[config.mk]
export PLATFORM = sky130hd
export DESIGN_NAME = shift_serializer_flat
export DESIGN_NICKNAME = d
export VERILOG_FILES = /design/src/rtl/shift_serializer_if.sv /design/src/rtl/shift_serializer.sv /design/src/flat_wrapper.sv
export SDC_FILE = /design/constraint.sdc
export NUM_CORES = 1
export LEC_CHECK = 0
export BUFFER_PORTS_ARGS = -buffer_cell sky130_fd_sc_hd__buf_4
export CAP_MARGIN = 10
export CORE_MARGIN = 2
export CORE_UTILIZATION = 55
export DETAILED_ROUTE_END_ITERATION = 16
export PLACE_DENSITY = 0.8
export SYNTH_ARGS = -nofsm -noshare
export SYNTH_HDL_FRONTEND = slang
export SYNTH_SLANG_ARGS = --single-unit
[constraint.sdc]
create_clock -name clk -period 4.8 [get_ports clk]
set_clock_uncertainty 0.15 [all_clocks]
set_input_delay 0.48 -clock clk [delete_from_list [all_inputs] [get_ports clk]]
set_output_delay 0.48 -clock clk [all_outputs]
set_load 0.05 [all_outputs]
[src/rtl/shift_serializer_if.sv]
// Handshake and serial-output bundle for shift_serializer.
// The master side feeds words in; the slave side is the serializer itself.
interface shift_serializer_if #(
    parameter int DATA_WIDTH = 16
);
    logic [DATA_WIDTH-1:0] in_data;
    logic                  in_valid;
    logic                  in_ready;
    logic                  msb_first;
    logic                  abort;
    logic                  ser_out;
    logic                  ser_en;
    logic                  busy;
    logic                  frame_done;

    modport master (
        output in_data, in_valid, msb_first, abort,
        input  in_ready, ser_out, ser_en, busy, frame_done
    );

    modport slave (
        input  in_data, in_valid, msb_first, abort,
        output in_ready, ser_out, ser_en, busy, frame_done
    );
endinterface

[src/rtl/shift_serializer.sv]
// Parallel-to-serial transmitter: takes one word over valid/ready and shifts it
// out LSB- or MSB-first, each bit held CLKS_PER_BIT cycles, with a shift strobe.
module shift_serializer #(
    parameter int DATA_WIDTH   = 16,
    parameter int HIGH         = DATA_WIDTH - 1,
    parameter int CLKS_PER_BIT = 1
) (
    input  logic               clk,
    input  logic               rst_n,
    shift_serializer_if.slave  bus
);
    localparam int BIT_W = $clog2(DATA_WIDTH + 1);
    localparam int PER_W = (CLKS_PER_BIT > 1) ? $clog2(CLKS_PER_BIT) : 1;

    typedef enum logic {
        IDLE  = 1'b0,
        SHIFT = 1'b1
    } state_t;

    state_t                state;
    logic [DATA_WIDTH-1:0] shreg;
    logic                  msb_q;
    logic [BIT_W-1:0]      bit_cnt;
    logic [PER_W-1:0]      per_cnt;
    logic                  period_end;
    logic                  last_bit;

    assign period_end = (state == SHIFT) && (per_cnt == PER_W'(CLKS_PER_BIT - 1));
    assign last_bit   = (bit_cnt == BIT_W'(DATA_WIDTH - 1));

    // Outputs decode registered state; only the strobes see abort directly.
    assign bus.in_ready   = (state == IDLE);
    assign bus.busy       = (state == SHIFT);
    assign bus.ser_out    = (state == SHIFT) && (msb_q ? shreg[HIGH] : shreg[0]);
    assign bus.ser_en     = period_end && !bus.abort;
    assign bus.frame_done = period_end && !bus.abort && last_bit;

    always_ff @(posedge clk or negedge rst_n) begin
        if (!rst_n) begin
            state   <= IDLE;
            shreg   <= '0;
            msb_q   <= 1'b0;
            bit_cnt <= '0;
            per_cnt <= '0;
        end else begin
            case (state)
                IDLE: begin
                    if (bus.in_valid) begin
                        shreg   <= bus.in_data;
                        msb_q   <= bus.msb_first;
                        bit_cnt <= '0;
                        per_cnt <= '0;
                        state   <= SHIFT;
                    end
                end
                SHIFT: begin
                    if (bus.abort) begin
                        bit_cnt <= '0;
                        per_cnt <= '0;
                        state   <= IDLE;
                    end else if (period_end) begin
                        per_cnt <= '0;
                        bit_cnt <= bit_cnt + 1'b1;
                        shreg   <= msb_q ? (shreg << 1) : (shreg >> 1);
                        if (last_bit) begin
                            state <= IDLE;
                        end
                    end else begin
                        per_cnt <= per_cnt + 1'b1;
                    end
                end
                default: state <= IDLE;
            endcase
        end
    end
endmodule

[src/flat_wrapper.sv]
// flat-port wrapper written by rule: the top's interface ports become plain ports
module shift_serializer_flat 
#(
    parameter int DATA_WIDTH   = 16,
    parameter int HIGH         = DATA_WIDTH - 1,
    parameter int CLKS_PER_BIT = 1
)
  (clk, rst_n, bus_in_data, bus_in_valid, bus_msb_first, bus_abort, bus_in_ready, bus_ser_out, bus_ser_en, bus_busy, bus_frame_done);
  shift_serializer_if #(.DATA_WIDTH(DATA_WIDTH)) bus_i ();
  input  logic clk;
  input  logic rst_n;
  input wire logic [$bits(bus_i.in_data)-1:0] bus_in_data;
  input wire logic [$bits(bus_i.in_valid)-1:0] bus_in_valid;
  input wire logic [$bits(bus_i.msb_first)-1:0] bus_msb_first;
  input wire logic [$bits(bus_i.abort)-1:0] bus_abort;
  output wire logic [$bits(bus_i.in_ready)-1:0] bus_in_ready;
  output wire logic [$bits(bus_i.ser_out)-1:0] bus_ser_out;
  output wire logic [$bits(bus_i.ser_en)-1:0] bus_ser_en;
  output wire logic [$bits(bus_i.busy)-1:0] bus_busy;
  output wire logic [$bits(bus_i.frame_done)-1:0] bus_frame_done;
  assign bus_i.in_data = bus_in_data;
  assign bus_i.in_valid = bus_in_valid;
  assign bus_i.msb_first = bus_msb_first;
  assign bus_i.abort = bus_abort;
  assign bus_in_ready = bus_i.in_ready;
  assign bus_ser_out = bus_i.ser_out;
  assign bus_ser_en = bus_i.ser_en;
  assign bus_busy = bus_i.busy;
  assign bus_frame_done = bus_i.frame_done;
  shift_serializer #(.DATA_WIDTH(DATA_WIDTH), .HIGH(HIGH), .CLKS_PER_BIT(CLKS_PER_BIT)) u_core (.clk(clk), .rst_n(rst_n), .bus(bus_i));
endmodule
Word-level counts from Yosys, hierarchy flattened --
Index checks and enable logic that the tools add are counted.
Word-level totals: flip-flop bits (word level) 24, bits in latches 0, RAM bits 0, bits in read-only memories 0, input port bits 21, output and inout port bits 5, logic and storage cells 41, memories kept 0
Cells by class: $add $sub $neg 2, multiply operators 0, div/mod/pow operators 0, order comparisons 0, equal/unequal tests 5, shift operators 0, muxes and demuxes 19, bitwise gates (word level) 2, reductions and logical operators 8
Operators with widths (count):
- 2-to-1 mux 16 bit | 4
- case mux 16 bit (2 select lines) | 1
- 2-to-1 mux 5 bit | 3
- case mux 5 bit (2 select lines) | 1
- 2-to-1 mux 1 bit | 8
- != test 2 bit (second input constant) | 3
- adder 5 x 1 -> 5 bit (second input constant) | 1
- equality test 5 x 4 -> 1 bit (second input constant) | 1
- logical AND 1 bit | 4
- case mux 1 bit (2 select lines) | 2
- AND reduction 2 bit | 2
- != test 3 bit (second input constant) | 1
- AND reduction 3 bit | 1
- NOT 1 bit | 2
- adder 1 bit (second input constant) | 1
- zero test 1 bit | 1

Longest topological paths before layout --
depth in word-level cells 5, depth in mapped cells 7

Least setup slack after synthesis --
OpenSTA, ideal clock, no wires.
kind reg-to-output, start register u_core.state (netlist: u_core.bus.busy), end output port bus_ser_out, data arrival time 1.790 ns, slack 2.380 ns, stages on the path, launching flop included 4, cells stage by stage dfrtp_1 -> buf_4 -> inv_1 -> nor2_1
On the way: word-level cells in the longest chain between the ends 1
Ends and longest elaborated chain:
- from (decl) | RTL line shift_serializer.sv:20 | state_t state;
- from (signal assigned) | RTL line shift_serializer.sv:40 | state <= IDLE;
- from (signal assigned) | RTL line shift_serializer.sv:53 | state <= SHIFT;
- from (signal assigned) | RTL line shift_serializer.sv:60 | state <= IDLE;
- logical AND 1 bit | RTL line shift_serializer.sv:34 | assign bus.ser_out = (state == SHIFT) && (msb_q ? shreg[HIGH] : shreg[0]);
- to (decl) | RTL line flat_wrapper.sv:17 | output wire logic [$bits(bus_i.ser_out)-1:0] bus_ser_out;
Every way passes these cells.

Worst setup path in the final report --
start register u_core.state (netlist: u_core.bus.busy), end output port bus_ser_en
On the way: word-level cells in the longest chain between the ends 2
Ends and longest elaborated chain:
- logical AND 1 bit | RTL line shift_serializer.sv:28 | assign period_end = (state == SHIFT) && (per_cnt == PER_W'(CLKS_PER_BIT - 1));
- logical AND 1 bit | RTL line shift_serializer.sv:35 | assign bus.ser_en = period_end && !bus.abort;
- to (decl) | RTL line flat_wrapper.sv:18 | output wire logic [$bits(bus_i.ser_en)-1:0] bus_ser_en;
Every way passes these cells.

==> out/qor.csv <==
stage,metric,value,unit
detailed_routing,DR pass1 iterations,4,
die,die height,52.2,um
detailed_routing,wire per inst,14.7,um
timing,final hold slack,0.214,ns
die,total core area,2210,um^2
timing,"Hold Vio Cnt, Final",0,
job,max cap viols,0,
cts,TritonCTS clock tree,done,
detailed_routing,final WL,2480,um
power,Final Power,584,uW
detailed_routing,DRC Markers,0,
timing,period utilization,52.2,%
layout,Post-Layout Cell Count,168,
layout,most frequent cells in the layout,"buf_4 (26), dfrtp_1 (24), nor2_1 (16)",
layout,register area,601,um^2
layout,"most common cell after layout, fill and taps aside",buf_4,
synthesis,Yosys cell types,31,
layout,Area Growth Syn to Fin,17.5,%
grt,Tot GR Track Use,20.9,%
status,status,finished clean,
layout,final core area utilization,67.9,%
timing,max-slew violation count,0,
power,Peak supply drop,232,uV
cts,"Clk Latency, worst-skew pair",0.31,ns
synthesis,Seq cells post-synth,24,
timing,RSZ-0062 raised after global routing,false,
die,Top Ports,26,
detailed_routing,via count,949,
die,die area,2720,um^2
synthesis,sequential share of the synthesized area,47.0,%
layout,fin nets,164,
cts,clk root buf,clkbuf_4,
synthesis,Mapped Area,1280,um^2
synthesis,Mapped Cells,117,
synthesis,post-synth top area cell,dfrtp_1,
detailed_routing,Via-to-Cell Ratio,5.65,
worst_setup_path,data required time of the critical path,4.17,ns
cts,CTS max path bufs,2,
cts,total clock sinks,24,
timing,fin crit period,2.51,ns
power,Power Dens Cells,389,nW/um^2
die,Site Rows,17,
placed_design,gpl congestion,0.831,
cts,depth of the CTS H-tree,1,
power,Leak,0.000720,uW
layout,layout cells sized above 1,24.3,%
timing,Fmax,399,MHz
die,Initial Utilization,57.7,%
timing,"Setup violations, final",0,
layout,Filler Cell Count,169,
synthesis,warnings from Yosys,0,
grt,initial antenna violation count,0,
timing,slew at the pin closest to its max-slew limit,0.841,ns
detailed_routing,drt initial violations,22,
placed_design,DP Wirelength,1700,um
worst_setup_path,Critical Path Sink Type,output port,
die,die width,52.2,um
synthesis,Mapped Nets,140,
cts,CTS clock-pin slew for the worst setup and hold paths,0.13,ns
synthesis,"top cells by area, synth","dfrtp_1 (47%), mux2i_1 (12%), a221o_1 (11%)",
synthesis,post-synthesis average cell area,10.9,um^2
timing,TNS Setup,0,ns
cts,total CTS buffers,3,
min_path,worst hold path class,input pin to flop,
worst_setup_path,"Arr. time, crit path",1.88,ns
synthesis,share of the synthesized area in the top cell type,47.0,%
worst_setup_path,"Max FO, Critical Path",17,
timing,Slew headroom,43.9,%
grt,largest net degree at the start of global routing,25,
layout,area of the multi-input gates,593,um^2
layout,Ant. Diodes,0,
grt,first-pass GRT wire length,4220,um
grt,vias in the first global route,931,
placed_design,placed insts,163,
detailed_routing,Routed Antenna Nets,0,
worst_setup_path,nature of the critical path startpoint,flop,
worst_setup_path,crit path kind,flop to output port,
placed_design,IO buf count,25,
grt,Overflow after GRT,0,
==> report_power, final <==
| group | internal, uW | total (uW) | switching [uW] |
|---|---|---|---|
| sequential | 249 | 303 | 54.2 |
| clock | 46.3 | 107 | 61.0 |
| combinational | 93.6 | 173 | 79.8 |
==> sequential cells by signal, indices dropped and copies added (netlist names) <==
register         flops
u_core.shreg        16
u_core.bus.busy      1
u_core.bit_cnt       5
u_core.msb_q         1
u_core.per_cnt       1
==> kinds of logic after synthesis <==
logic type	Yosys count	synth area share [%]
flip-flops	24	47.0
adder cells (fa/ha/maj)	2	1.96
XOR/XNOR	1	0.686
AO/OA/AOI/OAI	24	15.7
buffers and inverters	13	6.56
AND/OR/NAND/NOR	36	14.6
multiplexers	17	13.5
==> what timing repair did <==
action,in CTS,in global routing
buffers inserted,0,0
hold buffers,1,0
endpoints found under the hold margin,24,0
gates resized for setup,0,0
==> final timing paths <==
check | start | endpoint | slack (ns) | depth (start not counted)
max | u_core.bus.busy$_DFF_PN0_ | bus_ser_en | 2.29 | 3
min in group asynchronous | rst_n | u_core.msb_q$_DFFE_PN0P_ | 0.43 | 2
max in group asynchronous | rst_n | u_core.shreg[2]$_DFFE_PN0P_ | 3.83 | 2
max reg2reg | u_core.bus.busy$_DFF_PN0_ | u_core.shreg[15]$_DFFE_PN0P_ | 2.52 | 4
min reg2reg | u_core.bit_cnt[4]$_DFFE_PN0P_ | u_core.bit_cnt[4]$_DFFE_PN0P_ | 0.37 | 1
min | bus_msb_first | u_core.msb_q$_DFFE_PN0P_ | 0.21 | 3
==> routing by layer <==
metal | GRT usage (%) | wire (um) | vias up
met5 | 0 | 0 | -
met4 | 7.69 | 14 | 0
met3 | 3.43 | 110 | 2
met2 | 32.5 | 1150 | 24
met1 | 29.3 | 1200 | 449
li1 | - | - | 474
==> metrics by stage <==
step                worst slack, ns  cell area, um^2
global placement               2.56             1460
finish                         2.29             1500
floorplan                      2.38             1280
detailed placement             2.53             1460
global route                   2.20             1500
CTS                            2.29             1500
==> cells in the mapped netlist <==
| cell type | count |
|---|---|
| clkbuf_1 | 2 |
| buf_6 | 2 |
| nor2b_1 | 4 |
| or2b_1 | 1 |
| and3b_1 | 1 |
| ha_1 | 2 |
| nor2_4 | 1 |
| a221o_1 | 14 |
| buf_4 | 1 |
| nand3_1 | 2 |
| a22o_1 | 1 |
| inv_1 | 4 |
| or3b_1 | 1 |
| or3_1 | 1 |
| xnor2_1 | 1 |
| nand4b_1 | 1 |
| clkinv_8 | 1 |
| dfrtp_1 | 24 |
| o2bb2ai_1 | 1 |
| a21o_1 | 1 |
| buf_2 | 2 |
| nand2_1 | 4 |
| clkbuf_2 | 1 |
| a21oi_1 | 2 |
| and2_1 | 2 |
| and3_1 | 1 |
| nor2_1 | 16 |
| mux2_2 | 2 |
| mux2i_1 | 15 |
| nand2b_1 | 1 |
| o21ai_0 | 5 |
==> final cells by class <==
type,instances,share of cell area [%]
clock buffers,4,2.42
multi-input cells,80,39.5
inverters,5,2.08
flip-flops and latches,24,40.0
well taps,28,2.33
repair buffers,27,13.7
==> critical path, cell delays in order (launching register included) <==
cell	delay, ns
dfrtp_1	0.52
or3b_1	0.70
clkinv_8	0.14
buf_4	0.20
No activity file was read; power rests on OpenSTA's default activity.
